**src/rtl/spectrum_pkg.sv**
```systemverilog
// spectrum_pkg
// Shared definitions for the spectrum RAM arbiter slice.
//   - arb_state_t : arbiter FSM state encoding (IDLE / FETCH / DRAIN)
//   - DEF_*       : default geometry of the spectrum RAM and bar heights
//   - STAT_WIDTH  : width of the optional writer-stall statistics counter
package spectrum_pkg;

  typedef enum logic [1:0] {
    IDLE  = 2'd0,
    FETCH = 2'd1,
    DRAIN = 2'd2
  } arb_state_t;

  localparam int DEF_NUM_BINS   = 64;
  localparam int DEF_ADDR_WIDTH = 6;
  localparam int DEF_DATA_WIDTH = 9;
  localparam int STAT_WIDTH     = 16;

endpackage

```
**src/rtl/spectrum_arb_stats.sv**
```systemverilog
// spectrum_arb_stats
// Saturating counter of cycles in which the FFT writer is held off.
// Ports:
//   clk, resetn  : pixel clock, asynchronous active-low reset
//   stall        : writer requesting but not granted this cycle
//   stall_cycles : saturating count of stalled cycles
module spectrum_arb_stats
  import spectrum_pkg::*;
(
  input  logic                  clk,
  input  logic                  resetn,
  input  logic                  stall,
  output logic [STAT_WIDTH-1:0] stall_cycles
);

  // Stops at all-ones so a long run never wraps back to a small value.
  always_ff @(posedge clk or negedge resetn) begin
    if (!resetn) begin
      stall_cycles <= '0;
    end else if (stall && (stall_cycles != '1)) begin
      stall_cycles <= stall_cycles + STAT_WIDTH'(1);
    end
  end

endmodule

```
**src/rtl/spectrum_ram_arbiter.sv**
```systemverilog
// spectrum_ram_arbiter
// Shares the single-port spectrum RAM between the FFT magnitude writer and
// the display path. Each frame_pulse (unless frozen) copies every bin into
// the display bar register file while the writer is stalled, so a rendered
// frame never mixes two spectra.
// Ports:
//   clk, resetn            : pixel clock, asynchronous active-low reset
//   frame_pulse            : start of vertical blanking, one cycle
//   cfg_freeze             : skip snapshots, display keeps its last frame
//   wr_valid/wr_ready      : writer handshake, wr_addr/wr_data payload
//   ram_en/we/addr/wdata   : single-port RAM control, ram_rdata 1-cycle read
//   snap_we/addr/data      : display register file write port
//   snap_done              : pulse on the last snapshot write
//   overrun                : sticky, frame_pulse seen while busy
//   stat_wr_stall_cycles   : only when SPECTRUM_ARB_STATS_EN is defined
module spectrum_ram_arbiter
  import spectrum_pkg::*;
#(
  parameter int NUM_BINS   = DEF_NUM_BINS,
  parameter int ADDR_WIDTH = DEF_ADDR_WIDTH,
  parameter int DATA_WIDTH = DEF_DATA_WIDTH
) (
  input  logic                  clk,
  input  logic                  resetn,
  input  logic                  frame_pulse,
  input  logic                  cfg_freeze,
  input  logic                  wr_valid,
  output logic                  wr_ready,
  input  logic [ADDR_WIDTH-1:0] wr_addr,
  input  logic [DATA_WIDTH-1:0] wr_data,
  output logic                  ram_en,
  output logic                  ram_we,
  output logic [ADDR_WIDTH-1:0] ram_addr,
  output logic [DATA_WIDTH-1:0] ram_wdata,
  input  logic [DATA_WIDTH-1:0] ram_rdata,
  output logic                  snap_we,
  output logic [ADDR_WIDTH-1:0] snap_addr,
  output logic [DATA_WIDTH-1:0] snap_data,
  output logic                  snap_done,
`ifdef SPECTRUM_ARB_STATS_EN
  output logic [STAT_WIDTH-1:0] stat_wr_stall_cycles,
`endif
  output logic                  overrun
);

  localparam logic [ADDR_WIDTH-1:0] LAST_ADDR = ADDR_WIDTH'(NUM_BINS - 1);

  arb_state_t            state;
  arb_state_t            next_state;
  logic [ADDR_WIDTH-1:0] rd_cnt;
  logic [ADDR_WIDTH-1:0] rd_addr_q;
  logic                  rd_pend;

  always_ff @(posedge clk or negedge resetn) begin
    if (!resetn) begin
      state <= IDLE;
    end else begin
      state <= next_state;
    end
  end

  // frame_pulse wins over the writer in IDLE, so the grant is withdrawn in
  // the pulse cycle itself and the writer keeps its request up until IDLE.
  always_comb begin
    next_state = state;
    wr_ready   = 1'b0;
    ram_en     = 1'b0;
    ram_we     = 1'b0;
    ram_addr   = '0;
    ram_wdata  = '0;
    case (state)
      IDLE: begin
        wr_ready = !frame_pulse;
        if (wr_valid && !frame_pulse) begin
          ram_en    = 1'b1;
          ram_we    = 1'b1;
          ram_addr  = wr_addr;
          ram_wdata = wr_data;
        end
        if (frame_pulse && !cfg_freeze) begin
          next_state = FETCH;
        end
      end
      FETCH: begin
        ram_en   = 1'b1;
        ram_addr = rd_cnt;
        if (rd_cnt == LAST_ADDR) begin
          next_state = DRAIN;
        end
      end
      DRAIN: begin
        next_state = IDLE;
      end
      default: begin
        next_state = IDLE;
      end
    endcase
  end

  // Read counter restarts at 0 whenever FETCH is not active, so every
  // snapshot (including one after a reset mid-copy) covers all bins. The
  // read address is delayed by one cycle to line up with ram_rdata.
  always_ff @(posedge clk or negedge resetn) begin
    if (!resetn) begin
      rd_cnt    <= '0;
      rd_pend   <= 1'b0;
      rd_addr_q <= '0;
      overrun   <= 1'b0;
    end else begin
      rd_pend   <= (state == FETCH);
      rd_addr_q <= (state == FETCH) ? rd_cnt : '0;
      if (state == FETCH && rd_cnt != LAST_ADDR) begin
        rd_cnt <= rd_cnt + ADDR_WIDTH'(1);
      end else begin
        rd_cnt <= '0;
      end
      if (frame_pulse && state != IDLE) begin
        overrun <= 1'b1;
      end
    end
  end

  assign snap_we   = rd_pend;
  assign snap_addr = rd_addr_q;
  assign snap_data = rd_pend ? ram_rdata : '0;
  assign snap_done = rd_pend && (rd_addr_q == LAST_ADDR);

`ifdef SPECTRUM_ARB_STATS_EN
  spectrum_arb_stats u_stats (
    .clk          (clk),
    .resetn       (resetn),
    .stall        (wr_valid && !wr_ready),
    .stall_cycles (stat_wr_stall_cycles)
  );
`endif

endmodule

```
**config.mk**
```make
export PLATFORM = sky130hd
export DESIGN_NAME = spectrum_ram_arbiter
export DESIGN_NICKNAME = d
export VERILOG_FILES = /design/src/rtl/spectrum_pkg.sv /design/src/rtl/spectrum_arb_stats.sv /design/src/rtl/spectrum_ram_arbiter.sv
export SDC_FILE = /design/constraint.sdc
export NUM_CORES = 1
export LEC_CHECK = 0
export CAP_MARGIN = 0
export CORE_MARGIN = 2
export CORE_UTILIZATION = 35
export DETAILED_ROUTE_END_ITERATION = 10
export PLACE_DENSITY = 0.84
export SETUP_SLACK_MARGIN = 0.15
export SLEW_MARGIN = 20
export SYNTH_ARGS = -nofsm -noshare
export SYNTH_HDL_FRONTEND = slang
export SYNTH_HIERARCHICAL = 1
export SYNTH_SLANG_ARGS = --single-unit
```
**constraint.sdc**
```tcl
create_clock -name clk -period 3.4 [get_ports clk]
set_input_delay 0.51 -clock clk [delete_from_list [all_inputs] [get_ports clk]]
set_output_delay 0.51 -clock clk [all_outputs]
set_load 0.03 [all_outputs]
```
**Word level (Yosys, flattened, before mapping)**

Cells that the tools add are included.

- Register bits: 16
- Input port bits: 29

- $add $sub $neg: 1
- Equality and inequality tests: 6
- Mux-type cells: 14
- Reduce and logical (&&, ||, !) cells: 10

Operator list:

| cell | number |
|---|---|
| 9-bit two-way mux | 3 |
| 6-bit two-way mux | 3 |
| 6-bit == test (second input constant) | 2 |
| 6-bit case mux with 2 select lines | 1 |
| 6-bit by 1-bit adder with 6-bit output (second input constant) | 1 |
| 6-bit inequality test (second input constant) | 1 |
| 1-bit logical AND | 5 |
| 2-bit two-way mux | 2 |
| 2-bit inequality test (second input constant) | 2 |
| 2-bit case mux with 2 select lines | 1 |
| 1-bit two-way mux | 3 |
| 2-bit by 1-bit == test with 1-bit output (second input constant) | 1 |
| 1-bit zero test | 2 |
| 2-bit zero test | 1 |
| 1-bit case mux with 2 select lines | 1 |
| 2-bit AND reduction | 1 |
| 2-bit nonzero test | 1 |

**Depth between registers and ports, before layout**

- Depth after elaboration: 4
- Gate-level depth with buffers: 4

**Least setup slack after synthesis**

OpenSTA, ideal clock, no wires.

- Kind: input to output
- Start point: input frame_pulse
- End point: output ram_wdata[0]
- Setup slack: 1.640 ns
- Data arrival time: 1.250 ns
- Cell stages on the path: 3
- Cell sequence: nor3_2 -> buf_2 -> and3_1

- Word-level cells in the longest chain between the ends: 4

Ends and longest elaborated chain:

| item | line | RTL |
|---|---|---|
| from (decl) | spectrum_ram_arbiter.sv:25 | `input logic frame_pulse,` |
| 1-bit zero test | spectrum_ram_arbiter.sv:74 | `if (wr_valid && !frame_pulse) begin` |
| 1-bit logical AND | spectrum_ram_arbiter.sv:74 |  |
| 9-bit two-way mux | spectrum_ram_arbiter.sv:74 |  |
| 9-bit two-way mux | spectrum_ram_arbiter.sv:71 | `case (state)` |
| to (decl) | spectrum_ram_arbiter.sv:34 | `output logic [DATA_WIDTH-1:0] ram_wdata,` |

Every way passes these cells.

**Worst setup path in the final report**

- Start point: input frame_pulse
- End point: output ram_addr[0]

- Word-level cells in the longest chain between the ends: 4

Ends and longest elaborated chain:

| item | line | RTL |
|---|---|---|
| 1-bit zero test | spectrum_ram_arbiter.sv:74 |  |
| 1-bit logical AND | spectrum_ram_arbiter.sv:74 |  |
| 6-bit two-way mux | spectrum_ram_arbiter.sv:74 |  |
| 6-bit case mux with 2 select lines | spectrum_ram_arbiter.sv:71 |  |
| to (decl) | spectrum_ram_arbiter.sv:33 | `output logic [ADDR_WIDTH-1:0] ram_addr,` |

Every way passes these cells.

==> flow_summary.ini <==
[run_status]
outcome = complete, no violations

[synthesis]
synth_cell_types = 27
ys_warn_count = 6
synth_top_area_share = 0.483
syn_area_per_cell_sq_um = 10.2
yosys.area.top_type = dfrtp_1
synthTopCellsByArea = dfrtp_1 48%, and3_1 7.6%, and2_1 6.8%
syn_area_sq_um = 828
synthCells = 81
syn_nets = 111
ys_ff_latch = 16
seq_area_frac_synth = 0.483

[cells_and_area]
num-nets-final = 178
layout_common_cells = 64 x clkdlybuf4s50_1, 16 x dfrtp_1, 10 x and3_1
syn_to_final_growth_pct = 84.0
drive_above_1_share = 0.116
diodes = 0
instances_no_fill = 175
fin_area_sq_um = 1520
final_common_cell = clkdlybuf4s50_1

[sta]
period_share = 0.871
slew_violations = 0
fin_skew_ns = 0.00284
setup_viol = 0
post-route-worst-setup-slack_ns = 0.439
relSlewSlack = 0.535
worst_slew_pin_slew_ns = 0.695
finalSetupTns_ns = 0
period_minus_slack_ns = 2.96
finalHoldViolCount = 0
max_freq_ghz = 0.338
rsz0062_at_grt = false

[hold_path]
hold_class = flip-flop to flip-flop

[detailed_routing]
vias_per_cell = 4.88
vias = 854
wl_met1_microns = 941
dr.pass1.iters = 4
wl_met2_mm = 1.33
met3_length_microns = 180
drc = 0
ant_nets = 0
routedWlPerCell_microns = 14.4
finalWirelength_mm = 2.51
drt_iter0_markers = 15
top_layer_used = met4

[worst_setup_path]
cp-end-kind = output pin
cp.required_ns = 2.89
cp.arrival_ns = 2.45
critPathKind = input pin to output pin
crit_fanout = 11
startpoint_type = input pin

[floorplan]
die_y_microns = 52.6
boundaryPins = 65
die_w_microns = 52.6
initial_core_util = 0.371
die_area_sq_um = 2770
design.core.area_sq_um = 2230
rows = 17

[power_and_ir_drop]
power_mw = 0.377
leakage_nw = 0.680
p_per_area_nw_per_um2 = 247
ir_drop_uv = 245

[clock_tree]
hold_buffers = 0
worstSkewPairLatency_ns = 0.28
cts_resized = 0
clkTransAtPathRegs_ns = 0.09
cts_root_buffer = clkbuf_4
post-cts-setup-buffers = 0
clock_path_buffers = 2
clock-sinks = 16
cts_tree = yes
cts_max_level = 1
numCtsBuffers = 3

[placement]
place_ws_ns = 0.470
port_buffers = 64
place.gp.congestion = 0.913
place_area_sq_um = 1490
dp_cells = 171

[global_route]
grt_overflow = 0
grt_pass1_wl_mm = 3.94
grt_antenna_before_repair = 0
grt_pass1_vias = 830
grt_max_degree = 17
track_usage = 0.202

[flow_run]
cap_violations = 0
-- state kept, by name, indices dropped and copies added, names as in the netlist --
signal,count
overrun,1
snap_we,1
state,2
rd_cnt,6
snap_addr,6
-- path summary, 6_finish.rpt --
check,start,cells past startpoint,endpoint,slack [ns]
max,frame_pulse,5,ram_addr[0],0.44
max in group asynchronous,resetn,1,snap_addr[1]$_DFF_PN0_,2.32
min reg2reg,overrun$_DFFE_PN0P_,1,overrun$_DFFE_PN0P_,0.48
max reg2reg,rd_cnt[0]$_DFF_PN0_,4,rd_cnt[3]$_DFF_PN0_,1.97
min in group asynchronous,resetn,1,rd_cnt[1]$_DFF_PN0_,0.64
min,overrun$_DFFE_PN0P_,1,overrun$_DFFE_PN0P_,0.48
-- per-layer routing --
layer  GRT usage  vias up
li1            -      406
met1       0.203      394
met2       0.371       46
met3      0.0629        8
met4      0.0983        0
met5           0        -
-- critical path, stage by stage --
cell             delay (ns)
clkdlybuf4s50_1        0.44
nor3_2                 0.39
and2_4                 0.29
a21o_1                 0.14
clkdlybuf4s50_1        0.68
-- kinds of logic (layout without fill, tap and decap cells) --
family	count (synthesis)	count (layout)	share of synthesized area
XOR/XNOR	3	3	0.0317
flip-flops	16	16	0.483
adder cells (fa/ha/maj)	1	1	0.0151
AO/OA/AOI/OAI	12	12	0.0997
buffers and inverters	4	70	0.0287
AND/OR/NAND/NOR	45	45	0.341
-- per-stage QoR --
step           hold WS, ns  utilization
2_1_floorplan        0.214            -
3_3_place_gp         0.454        0.666
3_5_place_dp         0.456        0.666
4_1_cts              0.475        0.682
5_1_grt              0.502        0.682
6_report             0.476        0.682
-- area by class of cell --
class,instances,area [sq um]
fillers,182,709
repair buffers,64,641
multi-input cells,61,404
flip-flops and latches,16,400
clock buffers,4,36.3
well taps,28,35.0
inverters,2,7.51
-- synth_stat cells --
cell and n:
a21o_2 1, nand2b_4 1, inv_2 1, and3_1 10
dfrtp_1 16, nand2_1 2, a21oi_1 1, o2bb2ai_1 1
o21ai_0 3, xnor2_1 1, or3b_2 1, nand2b_1 1
xor2_1 2, nand3_1 3, and2_2 6, inv_1 1
buf_2 1, nand4_1 2, a21o_1 6, buf_6 1
nor3_2 1, or2_1 1, ha_1 1, and3_2 1
and2_4 1, nor2_1 6, and2_1 9
-- power breakdown --
group	internal [mW]	switching (mW)	leakage (nW)
clock	0.0652	0.0577	0.0210
sequential	0.190	0.0000000000000000206	0.184
combinational	0.0399	0.0241	0.476
total	0.295	0.0818	0.680
Power figures use the tool's default switching activity.
